==> src/rtl/mmio_pkg.sv <==
// Shared definitions for the MMIO/UART controller: register offsets,
// status bit positions and the status word builder.
package mmio_pkg;

  localparam logic [7:0] MMIO_STATUS = 8'h00;
  localparam logic [7:0] MMIO_RX     = 8'h04;
  localparam logic [7:0] MMIO_TX     = 8'h08;
  localparam logic [7:0] MMIO_CYC    = 8'h10;
  localparam logic [7:0] MMIO_INST   = 8'h14;
  localparam logic [7:0] MMIO_CRST   = 8'h18;

  localparam int STAT_TX_EMPTY    = 0;
  localparam int STAT_RX_NONEMPTY = 1;

  function automatic logic [31:0] status_word(input logic tx_empty, input logic rx_nonempty);
    logic [31:0] w;
    w = 32'h0000_0000;
    w[STAT_TX_EMPTY]    = tx_empty;
    w[STAT_RX_NONEMPTY] = rx_nonempty;
    return w;
  endfunction

endpackage

==> src/rtl/sync_fifo.sv <==
// Single-clock FIFO with a combinational head output; push is ignored when
// full and pop is ignored when empty.
module sync_fifo #(
  parameter int WIDTH = 8,
  parameter int DEPTH = 8
) (
  input  logic             clk,
  input  logic             rst,
  input  logic             push,
  input  logic             pop,
  input  logic [WIDTH-1:0] din,
  output logic [WIDTH-1:0] dout,
  output logic             full,
  output logic             empty
);

  localparam int AW = (DEPTH > 1) ? $clog2(DEPTH) : 1;

  logic [WIDTH-1:0] mem_q [DEPTH];
  logic [WIDTH-1:0] mem_d [DEPTH];
  logic [AW-1:0]    wr_ptr_q, wr_ptr_d;
  logic [AW-1:0]    rd_ptr_q, rd_ptr_d;
  logic [AW:0]      count_q, count_d;
  logic             push_en_s;
  logic             pop_en_s;

  assign full      = (count_q == (AW+1)'(DEPTH));
  assign empty     = (count_q == '0);
  assign dout      = mem_q[rd_ptr_q];
  assign push_en_s = push & ~full;
  assign pop_en_s  = pop & ~empty;

  // Pointers wrap naturally because DEPTH is a power of two.
  always_comb begin
    mem_d    = mem_q;
    wr_ptr_d = wr_ptr_q;
    rd_ptr_d = rd_ptr_q;
    count_d  = count_q;
    if (push_en_s) begin
      mem_d[wr_ptr_q] = din;
      wr_ptr_d        = wr_ptr_q + AW'(1);
    end else begin
      wr_ptr_d = wr_ptr_q;
    end
    if (pop_en_s) begin
      rd_ptr_d = rd_ptr_q + AW'(1);
    end else begin
      rd_ptr_d = rd_ptr_q;
    end
    case ({push_en_s, pop_en_s})
      2'b10:   count_d = count_q + (AW+1)'(1);
      2'b01:   count_d = count_q - (AW+1)'(1);
      default: count_d = count_q;
    endcase
  end

  always_ff @(posedge clk or posedge rst) begin
    if (rst) begin
      mem_q    <= '{default: '0};
      wr_ptr_q <= '0;
      rd_ptr_q <= '0;
      count_q  <= '0;
    end else begin
      mem_q    <= mem_d;
      wr_ptr_q <= wr_ptr_d;
      rd_ptr_q <= rd_ptr_d;
      count_q  <= count_d;
    end
  end

endmodule

==> src/rtl/mmio_uart_ctrl.sv <==
// Memory-mapped UART controller: decodes X-stage I/O accesses, returns load
// data one cycle later, buffers RX bytes, holds one TX byte, counts cycles/insts.
module mmio_uart_ctrl
  import mmio_pkg::*;
#(
  parameter int RX_DEPTH = 8,
  parameter int CNT_W    = 32
) (
  input  logic        clk,
  input  logic        rst,
  input  logic [31:0] addr,
  input  logic        re,
  input  logic        we,
  input  logic [31:0] wdata,
  output logic [31:0] rdata,
  input  logic        inst_retire,
  input  logic [7:0]  uart_rx_data,
  input  logic        uart_rx_valid,
  output logic        uart_rx_ready,
  output logic [7:0]  uart_tx_data,
  output logic        uart_tx_valid,
  input  logic        uart_tx_ready
);

  logic [31:0]      rdata_q, rdata_d;
  logic             tx_valid_q, tx_valid_d;
  logic [7:0]       tx_data_q, tx_data_d;
  logic [CNT_W-1:0] cyc_q, cyc_d;
  logic [CNT_W-1:0] inst_q, inst_d;

  logic       sel_s;
  logic [7:0] off_s;
  logic       rd_s;
  logic       tx_empty_s;
  logic       tx_wr_s;
  logic       crst_s;
  logic       rx_push_s;
  logic       rx_pop_s;
  logic [7:0] rx_head_s;
  logic       rx_full_s;
  logic       rx_empty_s;
  logic       unused_s;

  assign sel_s      = addr[31];
  assign off_s      = addr[7:0];
  assign rd_s       = sel_s & re;
  assign tx_empty_s = ~tx_valid_q;
  assign tx_wr_s    = sel_s & we & (off_s == MMIO_TX);
  assign crst_s     = sel_s & we & (off_s == MMIO_CRST);
  assign rx_push_s  = uart_rx_valid & ~rx_full_s;
  assign rx_pop_s   = rd_s & (off_s == MMIO_RX) & ~rx_empty_s;
  assign unused_s   = ^{addr[30:8], wdata[31:8]};

  sync_fifo #(
    .WIDTH (8),
    .DEPTH (RX_DEPTH)
  ) u_rx_fifo (
    .clk   (clk),
    .rst   (rst),
    .push  (rx_push_s),
    .pop   (rx_pop_s),
    .din   (uart_rx_data),
    .dout  (rx_head_s),
    .full  (rx_full_s),
    .empty (rx_empty_s)
  );

  // TX accept uses tx_empty before the handshake, so a write racing the
  // handshake is dropped; counter clear wins over the same-cycle increment.
  always_comb begin
    tx_valid_d = tx_valid_q;
    tx_data_d  = tx_data_q;
    cyc_d      = cyc_q;
    inst_d     = inst_q;
    if (tx_wr_s && tx_empty_s) begin
      tx_valid_d = 1'b1;
      tx_data_d  = wdata[7:0];
    end else if (tx_valid_q && uart_tx_ready) begin
      tx_valid_d = 1'b0;
    end else begin
      tx_valid_d = tx_valid_q;
    end
    if (crst_s) begin
      cyc_d  = '0;
      inst_d = '0;
    end else begin
      cyc_d  = cyc_q + CNT_W'(1);
      inst_d = inst_q + CNT_W'(inst_retire);
    end
  end

  always_comb begin
    rdata_d = 32'h0000_0000;
    if (rd_s) begin
      case (off_s)
        MMIO_STATUS: rdata_d = status_word(tx_empty_s, ~rx_empty_s);
        MMIO_RX:     rdata_d = rx_empty_s ? 32'h0000_0000 : {24'h00_0000, rx_head_s};
        MMIO_CYC:    rdata_d = 32'(cyc_q);
        MMIO_INST:   rdata_d = 32'(inst_q);
        default:     rdata_d = 32'h0000_0000;
      endcase
    end else begin
      rdata_d = 32'h0000_0000;
    end
  end

  always_ff @(posedge clk or posedge rst) begin
    if (rst) begin
      rdata_q    <= 32'h0000_0000;
      tx_valid_q <= 1'b0;
      tx_data_q  <= 8'h00;
      cyc_q      <= '0;
      inst_q     <= '0;
    end else begin
      rdata_q    <= rdata_d;
      tx_valid_q <= tx_valid_d;
      tx_data_q  <= tx_data_d;
      cyc_q      <= cyc_d;
      inst_q     <= inst_d;
    end
  end

  assign rdata         = rdata_q;
  assign uart_tx_valid = tx_valid_q;
  assign uart_tx_data  = tx_data_q;
  assign uart_rx_ready = ~rx_full_s;

endmodule

==> config.mk <==
export PLATFORM = sky130hd
export DESIGN_NAME = mmio_uart_ctrl
export DESIGN_NICKNAME = d
export VERILOG_FILES = /design/src/rtl/mmio_pkg.sv /design/src/rtl/sync_fifo.sv /design/src/rtl/mmio_uart_ctrl.sv
export SDC_FILE = /design/constraint.sdc
export NUM_CORES = 1
export LEC_CHECK = 0
export ABC_AREA = 1
export CAP_MARGIN = 20
export CORE_ASPECT_RATIO = 0.75
export CORE_MARGIN = 1.5
export CORE_UTILIZATION = 55
export DETAILED_ROUTE_END_ITERATION = 10
export PLACE_DENSITY = 0.86
export SYNTH_ARGS = -nofsm -noshare
export SYNTH_HDL_FRONTEND = slang
export SYNTH_HIERARCHICAL = 1
export SYNTH_SLANG_ARGS = --single-unit
==> constraint.sdc <==
create_clock -name clk -period 3.67 [get_ports clk]
set_input_delay 0.367 -clock clk [delete_from_list [all_inputs] [get_ports clk]]
set_output_delay 0.367 -clock clk [all_outputs]
set_load 0.03 [all_outputs]
==> flow_metrics.py <==
metrics = {
    "outcome": {
        "status": "complete, no violations",
    },
    "timing": {
        "skew_ns": 0.00984,
        "grt_setup_unrepaired": "no",
        "fin_setup_tns_ns": 0,
        "hold_slack_ns": 0.412,
        "setup_viol": 0,
        "hold_viol": 0,
        "slew_violations": 0,
        "relSlewSlack_pct": 39.6,
        "tightest_slew_ns": 0.905,
        "fmaxAchievable_mhz": 353,
        "timing.final.crit_share_pct": 77.2,
        "finalWorstPathRequiredPeriod_ns": 2.83,
    },
    "floorplanning": {
        "rows": 42,
        "start_util_pct": 56.7,
        "die_height_um": 120,
        "coreArea_um2": 17800,
        "die_w_um": 159,
        "io_pins": 121,
        "die_area_um2": 19100,
    },
    "critical_path": {
        "crit_type": "input port to flop",
        "cp_common_cell": "nand2_1",
        "critPathMaxStageDelay_ns": 0.57,
        "critPathRequiredTime_ns": 4.00,
        "cp_slowest_cell": "clkdlybuf4s50_1",
        "path_cells": "clkdlybuf4s50_1, nand2_1, nor2_4, nand2_1, nor3_1, nand2_1, inv_1, ha_1, ha_1, or2_2, nand2_1, nand2_1, nand3_1, nand2_1",
        "crit_fanout": 18,
        "critPathArrivalTime_ns": 3.16,
        "worstSetupEndpointType": "flop",
        "cp-start-kind": "input port",
    },
    "cts": {
        "root_buffer": "clkbuf_16",
        "cts_tree": "yes",
        "cts_buffers": 17,
        "cts_hold_buf": 0,
        "post_cts_resize_count": 0,
        "cts_sinks": 179,
        "post-cts-setup-buffers": 0,
        "clock_latency_ns": 0.44,
        "htree_levels": 4,
        "clockBufferDepth": 2,
        "clk_pin_slew_ns": 0.07,
    },
    "logic_synthesis": {
        "syn_inst": 1354,
        "yosysMostFrequentCell": "nand2_1",
        "synth_seq_cells": 179,
        "yosys_warnings": 6,
        "synth.cell_area_um2": 10100,
        "synth_ff_type": "dfrtp_1",
        "yosysTopAreaCell": "dfrtp_1",
        "synth_edf_count": 0,
        "synthArstFlopShare_pct": 100,
        "synth_top_area_share_pct": 44.5,
        "synth_top_cells_by_area": "dfrtp_1 44%, nand2_1 19%, nor2_1 8.2%, nand4_1 4.2%, inv_1 3.9%",
        "syn_avg_cell_area_um2": 7.44,
        "syn_nets": 1442,
        "synth.distinct_cells": 38,
        "synth_commonest_cells": "498 x nand2_1, 219 x nor2_1, 179 x dfrtp_1",
        "yosysSeqAreaShare_pct": 44.5,
    },
    "routing": {
        "vias": 9252,
        "initialDrtViolationCount": 1294,
        "drt-total-wl_um": 25500,
        "drc": 0,
        "first_pass_iters": 6,
        "ant_nets": 0,
        "wl_per_cell_um": 15.4,
        "viasPerCell": 5.58,
    },
    "placed_design": {
        "dp_hpwl_um": 17700,
        "place.gp.congestion": 0.934,
        "numPortBuffers": 73,
    },
    "finish": {
        "areaGrowthSynthToFinish_pct": 14.1,
        "drive_gt1_share_pct": 8.48,
        "nets": 1490,
        "fill_cells": 1462,
        "n_antenna_cell": 0,
    },
    "global_routing": {
        "grt_max_degree": 106,
        "antenna_found_initial": 0,
        "grt_overflow": 0,
        "grt_first_pass_wirelength_um": 41500,
        "grt_use_total_pct": 27.4,
        "first_global_vias": 8258,
    },
    "power": {
        "leakage_uw": 0.00556,
        "p_per_area_nw_per_um2": 573,
        "peakVddDrop_uv": 298,
    },
    "worst_hold_path": {
        "hold_class": "input port to asynchronous set/reset pin",
    },
    "job": {
        "cap_violations": 0,
    },
}
state kept, by name, summed over array words and instances, names as in the netlist:
signal / cells
uart_tx_data: 8
u_rx_fifo/rd_ptr_q: 3
u_rx_fifo/mem_q: 64
rdata: 32
uart_tx_valid: 1
inst_q: 32
u_rx_fifo/count_q: 4
cyc_q: 32
u_rx_fifo/wr_ptr_q: 3
routing by layer:
metal  up-vias  global-route usage (%)  routed length, µm
li1       4370                       -                  -
met2       448                    40.6              11300
met5         -                       0                  0
met3        56                    5.77               2440
met1      4378                    40.1              11200
met4         0                    9.14                561
critical path, delay by kind of cell:
kind                     cells  cell delay [ns]
adder cells (fa/ha/maj)      2             0.54
buffers and inverters        2             0.75
AND/OR/NAND/NOR             10             1.49
power breakdown:
| part | leakage (µW) | total, µW | switching [µW] | internal [µW] |
|---|---|---|---|---|
| Sequential | 0.00235 | 2840 | 411 | 2430 |
| Clock | 0.000306 | 1960 | 788 | 1170 |
| Combinational | 0.00291 | 1780 | 1180 | 599 |
| Total | 0.00556 | 6590 | 2380 | 4200 |
cell families (layout without fill, tap and decap cells):
family / after synthesis / after routing / synth area share, %
AOI/OAI and AO/OA: 84 / 84 / 4.98
xor gates and xnor gates: 9 / 9 / 0.783
adders and majority gates: 9 / 9 / 1.19
buffers and inverters: 168 / 229 / 7.95
DFF: 179 / 179 / 44.5
and+or+nand+nor: 905 / 905 / 40.6
final cells by class:
cell class / instances / area (µm²) / share of cell area (%)
Clock buffer: 19 / 453 / 3.94
Clock inverter: 13 / 180 / 1.57
Inverter: 116 / 445 / 3.88
Multi-Input combinational cell: 1007 / 4790 / 41.7
Sequential cell: 179 / 4480 / 39.0
Tap cell: 242 / 303 / 2.64
Timing Repair Buffer: 81 / 828 / 7.21
final timing paths:
path | start | to | slack (ns) | cells after the start
min | rst | uart_tx_data[5] | 0.41 | 3
min in group clk | wdata[0] | uart_tx_data[0] | 0.46 | 3
min reg2reg | u_rx_fifo/mem_q[23] | u_rx_fifo/mem_q[23] | 0.47 | 2
max in group asynchronous | rst | u_rx_fifo/rd_ptr_q[0] | 2.43 | 3
max reg2reg | u_rx_fifo/count_q[0] | u_rx_fifo/count_q[3] | 0.89 | 13
max | addr[2] | u_rx_fifo/count_q[3] | 0.84 | 14
per-stage QoR:
stage	cell area (µm²)	power, µW	setup slack, ns	instances	util (%)
floorplan	10100	4210	0.542	1354	-
detailed placement	10800	4590	0.500	1624	61.0
global placement	10800	4500	0.615	1624	61.0
CTS	11500	6560	0.909	1656	64.5
finish	11500	6590	0.837	1657	64.7
global route	11500	6950	0.696	1657	64.7
placed cells by master (no fill, tap or decap), types with 3 or more instances in the layout:
cell type          n
nand3_4            9
xnor2_1            5
nand3_1           61
o21ai_0           15
nor3_1            12
dfrtp_1          178
bufinv_16          4
inv_2             11
a21oi_1           45
nor2_1           218
buf_4              5
nor2_8             8
clkinv_2           4
nor2_2             8
buf_12             3
a21oi_2           19
inv_1            103
nand4_1           67
o21bai_1           4
ha_1               8
nor2_4             8
xor2_1             4
clkinvlp_4         3
clkdlybuf4s50_1   73
nand2_4            5
clkbuf_16         17
nand2_1          498
Power figures use the tool's default switching activity.
